`src/rtl/uart_rxer_if.sv`:
```
// uart_rxer_if: serial line in, received-byte strobes out.
// slave  = receiver side (uart_rxer), master = line driver / byte consumer.
interface uart_rxer_if;
  logic       RX;
  logic [7:0] data_out;
  logic       en_data_out;
  logic       busy;
  logic       frame_err;
  logic       parity_err;

  modport master (output RX, input data_out, en_data_out, busy, frame_err, parity_err);
  modport slave  (input RX, output data_out, en_data_out, busy, frame_err, parity_err);
endinterface

```
`src/rtl/uart_rxer.sv`:
```
// uart_rxer: 8N1 UART receiver, mid-bit sampling, one-cycle result strobes.
// Optional macro UART_RX_PARITY_EN switches the frame to 8E1 (extra PARITY
// state, parity_err strobe); without it parity_err is tied low.
module uart_rxer #(
  parameter int BAUD_DIV = 5000,
  parameter int HALF_DIV = BAUD_DIV / 2
) (
  input  logic        clk,
  input  logic        res,
  uart_rxer_if.slave  rx_if
);
  localparam int CW = $clog2(BAUD_DIV);
  typedef logic [CW-1:0] cnt_t;
  localparam cnt_t BAUD_LAST = cnt_t'(BAUD_DIV - 1);
  localparam cnt_t HALF_LAST = cnt_t'(HALF_DIV - 1);

  typedef enum logic [2:0] {
    S_IDLE,
    S_START,
    S_DATA,
`ifdef UART_RX_PARITY_EN
    S_PARITY,
`endif
    S_STOP,
    S_BREAK
  } state_t;

  state_t     state_q, state_d;
  cnt_t       cnt_q, cnt_d;
  logic [2:0] bit_q, bit_d;
  logic [7:0] sh_q, sh_d;
  logic [7:0] dout_q, dout_d;
  logic       en_q, en_d;
  logic       ferr_q, ferr_d;
  logic [1:0] sync_q;
  logic       prev_q;
  logic       rxs;
`ifdef UART_RX_PARITY_EN
  logic       perr_q, perr_d;
  logic       pbad_q, pbad_d;
`endif

  assign rxs = sync_q[1];

  // Two-flop synchroniser plus one-cycle delayed copy for edge detect.
  always_ff @(posedge clk or negedge res) begin
    if (!res) begin
      sync_q <= 2'b11;
      prev_q <= 1'b1;
    end else begin
      sync_q <= {sync_q[0], rx_if.RX};
      prev_q <= rxs;
    end
  end

  // State, counters, shift register and registered strobes.
  always_ff @(posedge clk or negedge res) begin
    if (!res) begin
      state_q <= S_IDLE;
      cnt_q   <= '0;
      bit_q   <= '0;
      sh_q    <= '0;
      dout_q  <= '0;
      en_q    <= 1'b0;
      ferr_q  <= 1'b0;
`ifdef UART_RX_PARITY_EN
      perr_q  <= 1'b0;
      pbad_q  <= 1'b0;
`endif
    end else begin
      state_q <= state_d;
      cnt_q   <= cnt_d;
      bit_q   <= bit_d;
      sh_q    <= sh_d;
      dout_q  <= dout_d;
      en_q    <= en_d;
      ferr_q  <= ferr_d;
`ifdef UART_RX_PARITY_EN
      perr_q  <= perr_d;
      pbad_q  <= pbad_d;
`endif
    end
  end

  // Next-state logic: sample at the last count of each bit window.
  always_comb begin
    state_d = state_q;
    cnt_d   = cnt_q + cnt_t'(1);
    bit_d   = bit_q;
    sh_d    = sh_q;
    dout_d  = dout_q;
    en_d    = 1'b0;
    ferr_d  = 1'b0;
`ifdef UART_RX_PARITY_EN
    perr_d  = 1'b0;
    pbad_d  = pbad_q;
`endif
    case (state_q)
      S_IDLE: begin
        cnt_d = '0;
        if (prev_q && !rxs) state_d = S_START;
      end
      S_START: begin
        if (cnt_q == HALF_LAST) begin
          cnt_d   = '0;
          bit_d   = '0;
          // A line back high at mid-start is a glitch, not a frame.
          state_d = rxs ? S_IDLE : S_DATA;
        end
      end
      S_DATA: begin
        if (cnt_q == BAUD_LAST) begin
          cnt_d = '0;
          sh_d  = {rxs, sh_q[7:1]};
          bit_d = bit_q + 3'd1;
          if (bit_q == 3'd7) begin
`ifdef UART_RX_PARITY_EN
            state_d = S_PARITY;
`else
            state_d = S_STOP;
`endif
          end
        end
      end
`ifdef UART_RX_PARITY_EN
      S_PARITY: begin
        if (cnt_q == BAUD_LAST) begin
          cnt_d   = '0;
          pbad_d  = (^sh_q) ^ rxs;
          state_d = S_STOP;
        end
      end
`endif
      S_STOP: begin
        if (cnt_q == BAUD_LAST) begin
          cnt_d = '0;
          if (rxs) begin
            // Leave at mid-stop so a zero-gap next start edge is caught.
            state_d = S_IDLE;
`ifdef UART_RX_PARITY_EN
            if (pbad_q) perr_d = 1'b1;
            else begin
              dout_d = sh_q;
              en_d   = 1'b1;
            end
`else
            dout_d = sh_q;
            en_d   = 1'b1;
`endif
          end else begin
            ferr_d  = 1'b1;
            state_d = S_BREAK;
          end
        end
      end
      S_BREAK: begin
        cnt_d = '0;
        if (rxs) state_d = S_IDLE;
      end
      default: begin
        cnt_d   = '0;
        state_d = S_IDLE;
      end
    endcase
  end

  assign rx_if.data_out    = dout_q;
  assign rx_if.en_data_out = en_q;
  assign rx_if.frame_err   = ferr_q;
  assign rx_if.busy        = (state_q != S_IDLE) && (state_q != S_BREAK);
`ifdef UART_RX_PARITY_EN
  assign rx_if.parity_err  = perr_q;
`else
  assign rx_if.parity_err  = 1'b0;
`endif
endmodule

```
`src/flat_wrapper.sv`:
```
// flat-port wrapper written by rule: the top's interface ports become plain ports
module uart_rxer_flat 
#(
  parameter int BAUD_DIV = 5000,
  parameter int HALF_DIV = BAUD_DIV / 2
)
  (clk, res, rx_if_RX, rx_if_data_out, rx_if_en_data_out, rx_if_busy, rx_if_frame_err, rx_if_parity_err);
  uart_rxer_if rx_if_i ();
  input  logic clk;
  input  logic res;
  input wire logic [$bits(rx_if_i.RX)-1:0] rx_if_RX;
  output wire logic [$bits(rx_if_i.data_out)-1:0] rx_if_data_out;
  output wire logic [$bits(rx_if_i.en_data_out)-1:0] rx_if_en_data_out;
  output wire logic [$bits(rx_if_i.busy)-1:0] rx_if_busy;
  output wire logic [$bits(rx_if_i.frame_err)-1:0] rx_if_frame_err;
  output wire logic [$bits(rx_if_i.parity_err)-1:0] rx_if_parity_err;
  assign rx_if_i.RX = rx_if_RX;
  assign rx_if_data_out = rx_if_i.data_out;
  assign rx_if_en_data_out = rx_if_i.en_data_out;
  assign rx_if_busy = rx_if_i.busy;
  assign rx_if_frame_err = rx_if_i.frame_err;
  assign rx_if_parity_err = rx_if_i.parity_err;
  uart_rxer #(.BAUD_DIV(BAUD_DIV), .HALF_DIV(HALF_DIV)) u_core (.clk(clk), .res(res), .rx_if(rx_if_i));
endmodule
```
`config.mk`:
```
export PLATFORM = sky130hd
export DESIGN_NAME = uart_rxer_flat
export DESIGN_NICKNAME = d
export VERILOG_FILES = /design/src/rtl/uart_rxer_if.sv /design/src/rtl/uart_rxer.sv /design/src/flat_wrapper.sv
export SDC_FILE = /design/constraint.sdc
export NUM_CORES = 1
export LEC_CHECK = 0
export CAP_MARGIN = 25
export CORE_MARGIN = 3
export CORE_UTILIZATION = 40
export DETAILED_ROUTE_END_ITERATION = 6
export SYNTH_ARGS = -nofsm -noshare
export SYNTH_HDL_FRONTEND = slang
export SYNTH_SLANG_ARGS = --single-unit
export TNS_END_PERCENT = 5
```
`constraint.sdc`:
```
create_clock -name clk -period 2.65 [get_ports clk]
set_clock_uncertainty 0.1 [all_clocks]
set_input_delay 0.795 -clock clk [delete_from_list [all_inputs] [get_ports clk]]
set_output_delay 0.795 -clock clk [all_outputs]
set_load 0.02 [all_outputs]
```
==> run metrics <==
outcome=completed; ANT nets after route=0; Avg WL per Cell=approximately 14 um; Synth Cell Area=approximately 1800 um^2; post-synth top area cell=dfrtp_1; most numerous cell in the Yosys netlist=dfrtp_1; Final Hold Viols=0; GR Overflow Total=0; Final nets=~180; unrepaired setup endpoints after global routing=no; Req. time, crit path=2730 ps; full die area=5430 um^2; Slew Limit Fails=0; H-tree levels=2; Mapped Avg Cell Area=11.7 um^2; worst slew pin tran=between 500 and 600 ps; register area share after synthesis=a little over half; Netlist cell types=35; commonest cells in the netlist=dfrtp_1, mux2_2, nor2_1; gpl congestion=around 0.81; largest family of logic cells by synthesized area=simple AND/OR/NAND/NOR gates; LEAKAGE=about 0.97 nW; Max Clk Rate=405 MHz; Max Cap Violations=0; Avg Vias per Cell=roughly 5.4; Ports=15; IO Port Bufs=13; post-CTS resize count=0; Post-synth ARST share=100%; top-area cell type share of the netlist area=just over 50%; Cells after Synth=between 150 and 200; row count=23; Post-synth EDFFs=0; Skew-Pair Late Insertion Delay=around 290 ps; GRT Util Overall=between 10% and 20%; final core utilization=between 50% and 60%; clk sink count=40; clk buf depth=2; Max-slew headroom=60.2%; vias in the first global route=about 1200; syn nets=between 150 and 200; number of synthesized register bits=40; ys flop type=dfrtp_1; Clock transition at path regs=80 ps; crit path DAT=2550 ps; DIE WIDTH=between 70 and 80 um; Synthesis Warnings=0; overall die height=about 74 um; CP max FO=9; initial antenna violation count=0; share of cells above drive strength 1=a little under a quarter; first-pass GRT wire length=about 5500 um; Setup violations, final=0; Post-Synth XOR/XNOR Area=about 5.3%; DRT Pass-1 Iters=4; element type at the critical path end=flop; TNS Setup=0 ps; initial DRC count=a little over 90; Synth Area in Adders=2.05%; Setup Buffers After CTS=0; synthesis-to-finish area growth=18.1%; Synth area leaders=dfrtp_1, mux2_2, dfstp_2, nor2_1, xnor2_1; largest net degree at the start of global routing=29; compound-cell area share of the yosys netlist=5.46%; Synth Area in Simple Gates=about 18%; mux contribution to synthesized area=between 10% and 20%; Antenna diodes=0; Peak VDD IR=about 0.00055 V; cts bufs inserted=5; power density over the cells=about 740 nW/um^2; crit path time final=2470 ps; core area=between 4000 and 5000 um^2; DRC=0; Post-CTS Hold Buffers=0; HPWL after detailed placement=2240 um; vias post-DR=1209; HP Class=reg -> reg; CTS root buf=clkbuf_8; Initial Util=43.6%; final WL=approximately 3100 um; TritonCTS clock tree=built; period utilization=93.2%; WS Path Type=reg -> reg; crit path launch type=flop
-- sequential cells by signal, indices dropped and copies added (netlist names) --
register	flops
u_core.rx_if.data_out	8
u_core.state_q	3
u_core.prev_q	1
u_core.cnt_q	13
u_core.sync_q	2
u_core.bit_q	3
u_core.sh_q	8
u_core.rx_if.en_data_out	1
u_core.rx_if.frame_err	1
-- power breakdown --
part | internal (mW) | leakage, nW | switching [mW] | total [mW]
Clock | 0.471 | 0.0784 | 0.212 | 0.683
Combinational | 0.0942 | 0.354 | 0.108 | 0.203
Sequential | 0.655 | 0.537 | 0.0603 | 0.715
-- worst paths after layout --
kind                                       startpoint                                    to  slack [ps]  cells after the start
max in group asynchronous                         res             u_core.cnt_q[1]$_DFF_PN0_        1500                      2
min                        u_core.sync_q[0]$_DFF_PN1_            u_core.sync_q[1]$_DFF_PN1_         260                      0
max reg2reg                 u_core.cnt_q[0]$_DFF_PN0_  u_core.rx_if.data_out[1]$_DFFE_PN0P_         180                      5
min in group asynchronous                         res           u_core.bit_q[1]$_DFFE_PN0P_         400                      1
min reg2reg                u_core.sync_q[0]$_DFF_PN1_            u_core.sync_q[1]$_DFF_PN1_         260                      0
max                         u_core.cnt_q[0]$_DFF_PN0_  u_core.rx_if.data_out[1]$_DFFE_PN0P_         180                      5
-- cell type report --
type / instances / area (um^2)
inverters: 5 / 18.8
clock inverters: 3 / 90.1
repair buffers: 17 / 155
well taps: 50 / 62.6
flip-flops and latches: 40 / 1000
clock buffers: 5 / 68.8
fillers: 349 / 2040
multi-input cells: 104 / 763
-- layout by cell type (no fill, tap or decap), drive strengths merged, types with 2 or more instances in the layout --
| cell | count |
|---|---|
| nand4 | 3 |
| o21ai | 4 |
| nor2b | 2 |
| nand3 | 7 |
| xor2 | 5 |
| o31ai | 2 |
| clkdlybuf4s50 | 12 |
| nor4 | 2 |
| ha | 3 |
| nor2 | 17 |
| buf | 5 |
| inv | 5 |
| mux2 | 17 |
| dfrtp | 37 |
| or4b | 3 |
| or3 | 4 |
| nand2 | 6 |
| and4 | 2 |
| xnor2 | 6 |
| clkbuf | 5 |
| dfstp | 3 |
| nor3 | 2 |
| bufinv | 3 |
| nand2b | 4 |
| a21oi | 6 |
-- through the flow --
| step | std cells | power, mW | setup WS (ps) | instance area, um^2 | hold WS (ps) |
|---|---|---|---|---|---|
| after floorplan | 156 | 0.881 | 286 | 1830 | 245 |
| after global placement | 216 | 0.922 | 225 | 2000 | 245 |
| after detailed placement | 216 | 0.933 | 160 | 2000 | 247 |
| after CTS | 224 | 1.62 | 152 | 2160 | 258 |
| after global routing | 224 | 1.67 | 22.3 | 2160 | 263 |
| final | 224 | 1.60 | 180 | 2160 | 257 |
-- critical path, stage by stage, from the launching register on --
cell and delay, ps:
dfrtp_1 390, ha_1 210, or4b_4 510, nor4b_4 290
and4_1 480, mux2_2 390
-- routing by layer --
layer  wire length, um  global-route usage, %  up-vias
met5                 0                      0        -
met4                53                   6.64        0
met3               125                   3.56        7
met2              1460                   20.7       23
met1              1490                   16.6      602
li1                  -                      -      577
-- cells by family (layout without fill, tap and decap cells) --
group                    count (synthesis)  in the layout
buffers and inverters                   12             30
other                                    1              1
AND/OR/NAND/NOR                         56             56
adder cells (fa/ha/maj)                  3              3
flip-flops                              40             40
AO/OA/AOI/OAI                           16             16
multiplexers                            17             17
XOR/XNOR                                11             11
Note: power is estimated with default switching activity, not from simulation.
==> variant 1, RTL diff (config.mk and constraints unchanged) <==
Take the reset off `sh_q` and load it in a clocked block of its own.
--- a/src/rtl/uart_rxer.sv
+++ b/src/rtl/uart_rxer.sv
@@ -60,5 +60,4 @@
       cnt_q   <= '0;
       bit_q   <= '0;
-      sh_q    <= '0;
       dout_q  <= '0;
       en_q    <= 1'b0;
@@ -72,5 +71,4 @@
       cnt_q   <= cnt_d;
       bit_q   <= bit_d;
-      sh_q    <= sh_d;
       dout_q  <= dout_d;
       en_q    <= en_d;
@@ -81,4 +79,8 @@
 `endif
     end
+  end
+
+  always_ff @(posedge clk) begin
+    sh_q <= sh_d;
   end
 
Function: no difference found for any inputs over 10 cycles, from zero or initial values; that may be too few to reach the edited logic, so the function may still have changed.
==> variant 1 against the unedited design <==
Sequential cell count stayed put. Critical path depth down 2. Maximum frequency up 2.0%. Total power is 18% lower. Design area decreased by 5.8%. First-iteration DRC count fell by 39%. Setup slack better by 0.049 ns. Global-route usage is 0.64 points higher. Clock power fell by 45%. Area after synthesis shrank 4.3%. Wire length is 2.0% lower. Sequential power increased by 1%. Critical path type is now flip-flop to output port. Critical endpoint is now rx_if_busy.
==> variant 1: results (changes against the unedited design) <==
[run_status]
run_status = completed  ; unchanged

[synthesis]
syn_nets = 148  ; was 162
synth-seq-area-share_pct = 59.6  ; was 54.8%
synthTopCellsByArea = dfrtp_1, edfxtp_1, mux2_2  ; was dfrtp_1, mux2_2, dfstp_2
yosys-top-cells-count = dfrtp_1, nor2_1, mux2_2, edfxtp_1, xor2_1  ; was dfrtp_1, mux2_2, nor2_1, nand3_1
async_flop_share_pct = 80.0  ; was 100%
syn_area_per_cell_um2 = 12.3  ; was 11.7 um^2

[final_layout]
drive_gt1_share_pct = 19.0  ; was 23.0%
multi_input_area_share_pct = 32.6  ; was 35.3%
nNonClkInverters = 1  ; was 5
buffers_excl_clock = 20  ; was 17
fillCellCount = 360  ; was 349
nonClkBufAreaFrac_pct = 8.97  ; was 7.17%
nets = 168  ; was 179
final_cells = 213  ; was 224
postLayoutCoreUtil_pct = 49.5  ; was 51.5%
final-clk-cell-share_pct = 3.93  ; was 7.35%
seq-cell-share_pct = 51.3  ; was 46.4%

[power]
p_seq_uw = 724  ; was 715 uW
power.density_nw_per_um2 = 646  ; was 740 nW/um^2
p_leak_uw = 0.000875  ; was 0.000969 uW
comb_power_share_pct = 16.4  ; was 12.7%

[place]
dp_hpwl_um = 2120  ; was 2240 um
gp_congestion = 0.809  ; was 0.805
dpl-instance-area_um2 = 1960  ; was 2000 um^2
post-place-ws_ns = 0.316  ; was 0.160 ns

[drt]
postRouteWirelength_um = 3070  ; was 3130 um
drt_iter0_markers = 56  ; was 92

[worst_setup_path]
r2r_slack_ns = 0.30  ; was 0.18 ns
critPathTopFamily = buffers and inverters  ; was simple AND/OR/NAND/NOR gates
worstSetupStartpoint = u_core.state_q[1]  ; was u_core.cnt_q[0]
cpPeakStageDelay_ns = 0.53  ; was 0.51 ns
crit_end = rx_if_busy  ; was u_core.rx_if.data_out[1]
crit_path_top_delay_cell = clkdlybuf4s50_1  ; was or4b_4
arrival_ns = 1.53  ; was 2.55 ns

[global_route]
grt_max_degree = 33  ; was 29
grtUsageTotal_pct = 13.8  ; was 13.2%

[sta]
whs_ns = 0.256  ; was 0.257 ns

[die]
die_w_um = 72.2  ; was 73.7 um

==> variant 1: routing by layer <==
| metal | global-route usage [%] | part of all wire [%] |
|---|---|---|
| met4 | 7.93 | 2.1 |
| met5 | 0 | 0 |
| met2 | 22.1 | 49 |
| met1 | 16.4 | 44 |
| met3 | 4.16 | 4.6 |
==> variant 1: logic make-up (layout without fill, tap and decap cells) <==
| kind of cell | count (synthesis) | after routing | synth area share (%) |
|---|---|---|---|
| AO/OA/AOI/OAI | 15 | 15 | 5.78 |
| XOR/XNOR | 12 | 12 | 6.00 |
| adder cells (fa/ha/maj) | 3 | 3 | 2.14 |
| buffers and inverters | 8 | 29 | 2.57 |
| flip-flops | 40 | 40 | 59.6 |
| multiplexers | 9 | 9 | 5.78 |
| other | 1 | 1 | 0.214 |
| AND/OR/NAND/NOR | 54 | 54 | 17.9 |
==> variant 2, RTL diff (same flow settings) <==
Made on the original files. `BAUD_DIV` is set to 5000 in 2 places; all go to 2500.
--- a/src/rtl/uart_rxer.sv
+++ b/src/rtl/uart_rxer.sv
@@ -3,5 +3,5 @@
 // state, parity_err strobe); without it parity_err is tied low.
 module uart_rxer #(
-  parameter int BAUD_DIV = 5000,
+  parameter int BAUD_DIV = 2500,
   parameter int HALF_DIV = BAUD_DIV / 2
 ) (
--- a/src/flat_wrapper.sv
+++ b/src/flat_wrapper.sv
@@ -2,5 +2,5 @@
 module uart_rxer_flat 
 #(
-  parameter int BAUD_DIV = 5000,
+  parameter int BAUD_DIV = 2500,
   parameter int HALF_DIV = BAUD_DIV / 2
 )
Behaviour: same outputs for any inputs over 10 cycles, from zero or initial values; that may be too few to reach the edited logic, so the function may still have changed.
==> variant 2 against the unedited design <==
Sequential cell count down 1. Total power decreased by 12%. Design area down 4.1%. Count of clock-buffer cells in the layout unchanged. Area after synthesis is 2.0% lower. Wire length fell by 1.3%. Sequential power grew 3.5%. Setup slack got worse by 0.012 ns. Hold slack improved by 0.0079 ns. Critical path type is now flip-flop to output port.
==> variant 2: results (changes against the unedited design) <==
[clocking]
cts_resized = 0  ; unchanged
htreeDepth = 2  ; unchanged
postCtsSetupRepairBufs = 0  ; unchanged
numCtsBuffers = 5  ; unchanged
clock_path_buffers = 2  ; unchanged
insertion_delay_ns = 0.29  ; about the same
clkSlewWorstSetupHoldPaths_ns = 0.08  ; about the same

[synthesis]
yosys-top-cells-count = dfrtp_1, nor2_1, mux2_2, nand2_1  ; was dfrtp_1, mux2_2, nor2_1, nand3_1
async_flop_share_pct = 100  ; unchanged
ys_types = 38  ; was 35
yosys_warnings = 0  ; unchanged
synth-seq-area-share_pct = 54.6  ; was 54.8%
syn_area_per_cell_um2 = 12.1  ; was 11.7 um^2
syn_nets = 156  ; was 162
synthTopCellsByArea = dfrtp_1, mux2_2, dfstp_2  ; unchanged

[final_layout]
drive_gt1_share_pct = 16.9  ; was 23.0%
largest_register_ffs = 12  ; was 13
final_cells = 216  ; was 224
nets = 172  ; was 179
top_register = u_core.cnt_q  ; unchanged
fillCellCount = 371  ; was 349

[drt]
drt_pass1_iterations = 4  ; unchanged
viasPerCell = 5.17  ; was 5.40
drt_iter0_markers = 89  ; was 92
wl_per_cell_um = 14.3  ; was 14.0 um

[place]
gp_congestion = 0.844  ; was 0.805
dp.cells = 208  ; was 216
place.port_buffers = 13  ; unchanged
dp_hpwl_um = 2190  ; was 2240 um

[worst_setup_path]
cpPeakStageDelay_ns = 0.60  ; was 0.51 ns
r2r_slack_ns = 0.55  ; was 0.18 ns
crit_path_top_delay_cell = clkdlybuf4s50_1  ; was or4b_4
cp_max_fo = 12  ; was 9
rr_worst_depth = 4  ; was 5
r2r_start = u_core.cnt_q[3]  ; was u_core.cnt_q[0]
worstSetupStartpoint = u_core.state_q[0]  ; was u_core.cnt_q[0]
critPathTopFamily = buffers and inverters  ; was simple AND/OR/NAND/NOR gates
rr_endpoint = u_core.cnt_q[9]  ; was u_core.rx_if.data_out[1]
arrival_ns = 1.59  ; was 2.55 ns

[sta]
worstMarginPinSlew_ns = 0.841  ; was 0.596 ns
whs_ns = 0.265  ; was 0.257 ns

[hold_path]
min_path_type = flip-flop to flip-flop  ; unchanged
min-delay-start = u_core.sync_q[0]  ; unchanged

[run_status]
run_status = completed  ; unchanged

[global_route]
grt_max_degree = 40  ; was 29
grt_antenna_before_repair = 0  ; unchanged
grt_pass1_vias = 1173  ; was 1198
grtUsageTotal_pct = 13.8  ; was 13.2%
grt_pass1_wl_um = 5550  ; was 5460 um

[power]
p_leak_uw = 0.00101  ; was 0.000969 uW
peakVddDrop_mv = 0.365  ; was 0.551 mV

## variant 2: cell count changes after synthesis, sizes merged, moves of 3 or more
cell	change
nand2	+4
nand2b	-4
o21ai	-4
or3	-4
a21oi	-3
or4b	-3
## variant 2: cell families after synthesis
| logic type | after synthesis | share of synthesized area [%] |
|---|---|---|
| and+or+nand+nor | 57 | 19.5 |
| DFF | 39 | 54.6 |
| muxes | 19 | 11.8 |
| buffers and inverters | 11 | 2.79 |
| xor gates and xnor gates | 10 | 4.88 |
| AOI/OAI and AO/OA | 8 | 3.48 |
| adders and majority gates | 4 | 2.79 |
| other | 1 | 0.209 |
## variant 2: routing by layer
metal / vias up / track usage [%] / part of all wire [%]
met5: - / 0 / 0
met3: 2 / 5.65 / 3.4
met1: 556 / 17.1 / 48
li1: 544 / - / -
met4: 0 / 5.53 / 0.87
met2: 14 / 21.3 / 48
## variant 2: worst max path at each step
stage	slack [ns]	to
after floorplan	0.82	u_core.bit_q[0]
after global placement	0.52	rx_if_busy
after detailed placement	0.48	rx_if_busy
after CTS	0.16	rx_if_busy
after global routing	0.06	rx_if_busy
final	0.17	rx_if_busy
## variant 2: report_power, final
part / switching (uW) / leakage (uW) / internal, uW
combinational: 94.5 / 0.000438 / 77.8
clock: 215 / 0.0000548 / 283
sequential: 89.1 / 0.000516 / 651
total: 399 / 0.00101 / 1010
## variant 2: cell type report
type,instances,area share [%]
clock buffers,5,3.32
clock inverters,3,2.23
inverters,7,1.27
multi-input cells,99,36.9
flip-flops and latches,39,47.2
well taps,50,3.02
repair buffers,13,6.03
## variant 2: worst register-to-register path, delay by kind of cell, from the launching register on
kind               cells  cell delay [ns]
and+or+nand+nor        3             0.92
DFF                    1             0.46
AOI/OAI and AO/OA      1             0.49
## variant 2: stage by stage
| step | setup slack, ns | total power [uW] | instance area [um^2] | util [%] |
|---|---|---|---|---|
| final | 0.168 | 1410 | 2070 | 49.7 |
| after detailed placement | 0.483 | 926 | 1960 | 47.0 |
| after CTS | 0.162 | 1430 | 2070 | 49.7 |
| after global placement | 0.521 | 914 | 1960 | 47.0 |
| after global routing | 0.0573 | 1490 | 2070 | 49.7 |
| after floorplan | 0.815 | 867 | 1800 | - |
